<file path="config.mk">
export PLATFORM = sky130hd
export DESIGN_NAME = pulse_train_gen
export DESIGN_NICKNAME = d
export VERILOG_FILES = /design/src/rtl/pulse_train_gen.sv
export SDC_FILE = /design/constraint.sdc
export NUM_CORES = 1
export LEC_CHECK = 0
export BUFFER_PORTS_ARGS = -buffer_cell sky130_fd_sc_hd__buf_2
export CAP_MARGIN = 20
export CORE_UTILIZATION = 40
export CTS_CLUSTER_SIZE = 16
export DETAILED_ROUTE_END_ITERATION = 8
export GPL_ROUTABILITY_DRIVEN = 0
export GPL_TIMING_DRIVEN = 0
export SYNTH_ARGS = -nofsm -noshare
export SYNTH_HDL_FRONTEND = slang
export SYNTH_SLANG_ARGS = --single-unit
</file>
<file path="constraint.sdc">
create_clock -name clock -period 3.3 [get_ports clock]
set_clock_uncertainty 0.15 [all_clocks]
set_input_delay 0.165 -clock clock [delete_from_list [all_inputs] [get_ports clock]]
set_output_delay 0.165 -clock clock [all_outputs]
set_load 0.03 [all_outputs]
</file>
<file path="src/rtl/pulse_train_gen.sv">
// Multi-channel pulse-train generator: counted bursts or continuous trains with
// programmable high/low times; each channel runs from a config copy latched at start.
//
// state   | meaning
// --------+------------------------------------------------------------
// ST_IDLE | waiting for a rising edge on on[i]
// ST_HIGH | signal high, phase counter counting H-1 .. 0
// ST_LOW  | signal low between pulses, phase counter counting L-1 .. 0
module pulse_train_gen #(
    parameter int CHANNELS = 4,
    parameter int WIDTH    = 8,
    parameter int NPW      = 4,
    parameter int CHW      = 2
) (
    input  logic                clock,
    input  logic                reset_n,
    input  logic [CHANNELS-1:0] on,
    input  logic                cfg_we,
    input  logic [CHW-1:0]      cfg_ch,
    input  logic [WIDTH-1:0]    cfg_high,
    input  logic [WIDTH-1:0]    cfg_low,
    input  logic [NPW-1:0]      cfg_count,
    input  logic                cfg_mode,
    output logic [CHANNELS-1:0] signal,
    output logic [CHANNELS-1:0] busy,
    output logic [CHANNELS-1:0] done
);

    typedef enum logic [1:0] {
        ST_IDLE = 2'd0,
        ST_HIGH = 2'd1,
        ST_LOW  = 2'd2
    } state_t;

    state_t              r_state    [CHANNELS];
    state_t              w_state_nx [CHANNELS];
    logic [WIDTH-1:0]    r_cnt      [CHANNELS];
    logic [WIDTH-1:0]    w_cnt_nx   [CHANNELS];
    logic [NPW-1:0]      r_rem      [CHANNELS];
    logic [NPW-1:0]      w_rem_nx   [CHANNELS];
    logic [WIDTH-1:0]    r_cfg_high [CHANNELS];
    logic [WIDTH-1:0]    r_cfg_low  [CHANNELS];
    logic [NPW-1:0]      r_cfg_count[CHANNELS];
    logic [CHANNELS-1:0] r_cfg_mode;
    logic [WIDTH-1:0]    r_run_high [CHANNELS];
    logic [WIDTH-1:0]    r_run_low  [CHANNELS];
    logic [CHANNELS-1:0] r_run_mode;
    logic [CHANNELS-1:0] r_on_q;
    logic [CHANNELS-1:0] r_armed;
    logic [CHANNELS-1:0] w_trig;
    logic [CHANNELS-1:0] w_start;
    logic [CHANNELS-1:0] w_sig_nx;
    logic [CHANNELS-1:0] w_done_nx;

    // Zero-length fields behave as length 1, so the reload value saturates at 0.
    function automatic logic [WIDTH-1:0] dec_w(input logic [WIDTH-1:0] v);
        return (v == '0) ? '0 : v - WIDTH'(1);
    endfunction

    function automatic logic [NPW-1:0] dec_n(input logic [NPW-1:0] v);
        return (v == '0) ? '0 : v - NPW'(1);
    endfunction

    // A level held high through reset must not start a run: a channel arms only
    // after it has sampled on[i] low at least once.
    assign w_trig = on & ~r_on_q & r_armed;

    always_comb begin
        w_sig_nx  = signal;
        w_done_nx = '0;
        w_start   = '0;
        for (int i = 0; i < CHANNELS; i++) begin
            w_state_nx[i] = r_state[i];
            w_cnt_nx[i]   = r_cnt[i];
            w_rem_nx[i]   = r_rem[i];
            case (r_state[i])
                ST_IDLE: begin
                    if (w_trig[i]) begin
                        w_start[i]    = 1'b1;
                        w_state_nx[i] = ST_HIGH;
                        w_cnt_nx[i]   = dec_w(r_cfg_high[i]);
                        w_rem_nx[i]   = dec_n(r_cfg_count[i]);
                        w_sig_nx[i]   = 1'b1;
                    end
                end
                ST_HIGH: begin
                    if (r_cnt[i] != '0) begin
                        w_cnt_nx[i] = r_cnt[i] - WIDTH'(1);
                    end else if (r_run_mode[i] ? on[i] : (r_rem[i] != '0)) begin
                        w_state_nx[i] = ST_LOW;
                        w_cnt_nx[i]   = dec_w(r_run_low[i]);
                        w_rem_nx[i]   = dec_n(r_rem[i]);
                        w_sig_nx[i]   = 1'b0;
                    end else begin
                        w_state_nx[i] = ST_IDLE;
                        w_sig_nx[i]   = 1'b0;
                        w_done_nx[i]  = 1'b1;
                    end
                end
                ST_LOW: begin
                    if (r_cnt[i] != '0) begin
                        w_cnt_nx[i] = r_cnt[i] - WIDTH'(1);
                    end else begin
                        w_state_nx[i] = ST_HIGH;
                        w_cnt_nx[i]   = dec_w(r_run_high[i]);
                        w_sig_nx[i]   = 1'b1;
                    end
                end
                default: begin
                    w_state_nx[i] = ST_IDLE;
                    w_sig_nx[i]   = 1'b0;
                end
            endcase
        end
    end

    always_ff @(posedge clock or negedge reset_n) begin
        if (!reset_n) begin
            signal     <= '0;
            busy       <= '0;
            done       <= '0;
            r_on_q     <= '0;
            r_armed    <= '0;
            r_cfg_mode <= '0;
            r_run_mode <= '0;
            for (int i = 0; i < CHANNELS; i++) begin
                r_state[i]     <= ST_IDLE;
                r_cnt[i]       <= '0;
                r_rem[i]       <= '0;
                r_cfg_high[i]  <= WIDTH'(1);
                r_cfg_low[i]   <= WIDTH'(1);
                r_cfg_count[i] <= NPW'(1);
                r_run_high[i]  <= WIDTH'(1);
                r_run_low[i]   <= WIDTH'(1);
            end
        end else begin
            signal  <= w_sig_nx;
            done    <= w_done_nx;
            r_on_q  <= on;
            r_armed <= r_armed | ~on;
            for (int i = 0; i < CHANNELS; i++) begin
                r_state[i] <= w_state_nx[i];
                r_cnt[i]   <= w_cnt_nx[i];
                r_rem[i]   <= w_rem_nx[i];
                busy[i]    <= (w_state_nx[i] != ST_IDLE);
                if (w_start[i]) begin
                    r_run_high[i] <= r_cfg_high[i];
                    r_run_low[i]  <= r_cfg_low[i];
                    r_run_mode[i] <= r_cfg_mode[i];
                end
                // Out-of-range channel indices match no channel and are dropped.
                if (cfg_we && (cfg_ch == CHW'(i))) begin
                    r_cfg_high[i]  <= cfg_high;
                    r_cfg_low[i]   <= cfg_low;
                    r_cfg_count[i] <= cfg_count;
                    r_cfg_mode[i]  <= cfg_mode;
                end
            end
        end
    end

endmodule

</file>
==> summary by stage <==
Synthesis
The number of nets produced by synthesis is 1,312. Of the synthesized area, sequential elements account for 0.455. Of the post-synthesis cell area, the dominant cell type holds 0.413.

Counting flops with a built-in enable in the synthesized netlist gives 0. The count of distinct cell types in the synthesized netlist is 76. Among all flip-flop cells after synthesis, the most frequent one is sky130_fd_sc_hd__dfrtp_1.

Yosys printed 0 warnings. In the post-synthesis netlist, the biggest area contributors are sky130_fd_sc_hd__dfrtp_1 41%, sky130_fd_sc_hd__mux2_2 13%, sky130_fd_sc_hd__ha_1 4.4%. The flop and latch count out of synthesis is 228. Counting flops with an async set or reset pin after synthesis yields a share of 1.00. Ranked by instance count, the synthesized netlist is headed by 208 x sky130_fd_sc_hd__dfrtp_1, 147 x sky130_fd_sc_hd__mux2_2, 111 x sky130_fd_sc_hd__nor2_1. The cell count after synthesis is 1,238. The library cell with the highest instance count after synthesis is sky130_fd_sc_hd__dfrtp_1. Summed over all instances, the cell type with the most area after synthesis is sky130_fd_sc_hd__dfrtp_1.

A synthesized cell averages 10.2 µm². The post-synthesis cell area is 12,600 µm².

STA
The period utilization is 0.837. The final number of hold-violating endpoints came to 0. Across all hold checks on the routed design, the worst slack comes to 102 ps. The normalized max-slew margin is 0.350. Setup violations remaining at the end of the flow were counted as 0.

At the pin with the least slew margin, the transition time is 967 ps. The final-report max-slew violation count was 0. For the finished layout, the period the worst path requires is 2760 ps. Setup repair after global routing left no endpoint under its margin.

Setup slack closes at 537 ps. Based on the critical path, the design can be clocked at up to 362 MHz.

Route
The total routed wirelength is 29,900 µm. The number of vias in the routed layout is 9,611. The detailed-route DRC error count is 0. After detailed routing, the number of vias per cell comes to 5.48. The first TritonRoute pass finished after 7 iterations.

The initial detailed-routing violation count is 512. The final routed wire length divided by cell count is 17.1 µm. Once detail routing completed, the nets flagged for antenna violations numbered 0.

Pwr
Of the total power, the clock network draws 0.243. The maximum VDD drop is 0.503 mV. The power density normalized to cell area is 787 nW/µm². The share of total power dissipated in combinational logic is 0.355.

The sequential share of power is 0.401. Internal power comes to 0.00708 W. The switching power share of the total is 0.378. The static power due to leakage is 6.08 nW. In this run the power spent charging and discharging nets is 0.00431 W. The total power is 0.0114 W.

Status
The run finished with clean final reports.

Worst setup path
On the worst path, the slowest cell contributes a delay of 420 ps. The critical path starts at r_cnt[24]. The worst reg2reg path startpoint is r_cnt[24].

By startpoint and endpoint, the worst setup path is classified as reg2reg. The setup check on the worst reg-to-reg path leaves a slack of 540 ps. The largest individual stage delay along the critical path comes from the cell sky130_fd_sc_hd__dfrtp_1. The required time of the worst setup path is 3580 ps. The biggest fanout along the worst timing path is 9. The sort of element at the end of the critical path is a register. The critical path goes through inv_1 > ha_1 > nor4b_1 > nand2_1 > o21ai_0 > o221ai_1 > a32oi_1 > a21oi_1. The arrival time of data at the critical path endpoint is 3040 ps.

STA classifies the critical path startpoint as a register.

Placement
OpenSTA, run right after detailed placement, puts the worst setup slack at 536 ps. The placed wire-length estimate after detailed placement is 21,200 µm. Buffers placed on the I/O ports in this run total 41. After detailed placement, the total cell area comes to 13,300 µm².

Global route
The global routing met1 resource utilization is 0.262. The largest net degree at the start of global routing is 124. The met3 global-route usage is 0.0225. The global routing stage identified its most utilized layer as met2.

In the global route stage, overall resource usage came out at 0.187. The remaining global-route overflow is 0. The global routing usage on met2 is 0.307. The number of global-route vias before repair was 9,277. The number of antenna violations at the first check in global routing is 0. The first global-routing pass estimated 49,400 µm of wire.

Worst hold path
The min-delay analysis places its worst path in the category in2async.

Floorplanning
In this run the count of I/O pins placed on the die edge is 42. In this run the vertical extent of the chip is 179 µm. The core box area is 30,700 µm². The floorplan step set the die width to 179 µm. Row generation in the floorplan step produced 64 rows. The full die area is 32,200 µm². For this configuration, the core starts out at a cell density of 0.410.

Clock tree
The sink count of the clock tree is 228. In this run the post-CTS setup repair buffer count came out at 0. The number of gates resized after CTS was 0. The tree is rooted in a sky130_fd_sc_hd__clkbuf_16.

No sink is reached through more buffers than the 3 on the longest clock path. In this run the number of H-tree levels came out at 1. After clock tree synthesis, the clock-pin slew on the worst setup and hold paths is 60 ps. The number of clock buffers added by TritonCTS is 26. TritonCTS built the clock tree. The clock insertion delay at the later pin of the skew report is 550 ps.

The hold buffer count at cts is 32.

Layout
The ratio of cells with drive above 1 in the final layout is 0.203. Summing all non-filler instances in the final layout gives an area of 14,500 µm². The synthesis-to-layout area growth is 14.9%. 0 antenna diodes ended up in the layout. At the end of the flow, the number of nets in the layout was 1,414.

Flow run
The tool flagged a number of max-cap violations equal to 0.
## cell usage in the layout, fill, tap and decap left out, drive strengths merged, types with 4 or more instances in the layout
master / n
nor2b: 9
nand2: 80
buf: 51
a211oi: 6
clkinv: 5
nor4b: 7
dfrtp: 208
or3: 9
nor2: 111
clkinvlp: 4
o211ai: 8
mux2: 147
xor2: 24
dlygate4sd3: 32
o21a: 8
or4b: 7
nor3b: 9
nor3: 53
o41ai: 4
o31ai: 9
o221ai: 12
nand2b: 15
nor4: 15
dfstp: 20
o311ai: 4
a21oi: 60
mux2i: 15
nand3: 13
o21ai: 91
xnor2: 24
a31oi: 24
clkbuf: 64
inv: 73
a221o: 5
a32oi: 5
or4: 17
ha: 44
o22ai: 18
## per-layer routing
metal	vias up	wire [µm]
met5	-	0
met4	0	703
met3	38	881
met2	137	13900
met1	4713	14400
li1	4723	-
## final cells by class
cell class,count,area (µm²)
sequential,228,5730
fill,2926,16300
multi-input combinational,901,6430
buffer,36,160
tap,396,495
timing repair buffer,74,563
clock buffer,37,722
inverter,73,274
clock inverter,10,96.3
## metrics by stage
| stage | std cells | TNS (ps) | utilization |
|---|---|---|---|
| 5_1_grt | 1755 | 0 | 0.471 |
| 3_3_place_gp | 1675 | -464980 | 0.432 |
| 3_5_place_dp | 1676 | 0 | 0.434 |
| 4_1_cts | 1755 | 0 | 0.471 |
| 6_report | 1755 | 0 | 0.471 |
| 2_1_floorplan | 1238 | 0 | - |
## worst paths after layout
check,to,depth (start not counted)
hold reg to reg,r_armed[1],1
hold / removal,signal[2],2
min in group clock,r_on_q[3],2
setup / recovery,r_cnt[25],8
setup reg to reg,r_cnt[25],8
max in group asynchronous,r_state[6],3
## kinds of logic (layout without fill, tap and decap cells)
logic type	Yosys count	after routing	synth area share
AND/OR/NAND/NOR	360	360	0.144
AO/OA/AOI/OAI	287	287	0.146
flip-flops	228	228	0.455
multiplexers	162	162	0.143
buffers and inverters	109	230	0.0345
XOR/XNOR	48	48	0.0334
adder cells (fa/ha/maj)	44	44	0.0437
## registers in the layout, summed over array words and instances (netlist names)
register,count
r_state,8
r_run_mode,4
r_run_low,32
r_armed,4
r_cfg_count,16
r_rem,16
r_run_high,32
busy,4
signal,4
r_cnt,32
r_cfg_high,32
r_on_q,4
r_cfg_mode,4
done,4
r_cfg_low,32
## worst max-delay path, delay by kind of cell (launching register included)
| kind | cells | cell delay, ps |
|---|---|---|
| adders and majority gates | 1 | 170 |
| DFF | 1 | 420 |
| and+or+nand+nor | 2 | 700 |
| AOI/OAI and AO/OA | 4 | 1070 |
| buffers and inverters | 1 | 130 |
## power by group through the flow
stage	Sequential (W)	Combinational, W	Clock [W]
after floorplan	0.00440	0.00305	0
after global placement	0.00458	0.00392	0
after detailed placement	0.00460	0.00399	0
final	0.00457	0.00405	0.00277
after global routing	0.00472	0.00457	0.00295
after CTS	0.00456	0.00406	0.00285
Note: power is estimated with default switching activity, not from simulation.
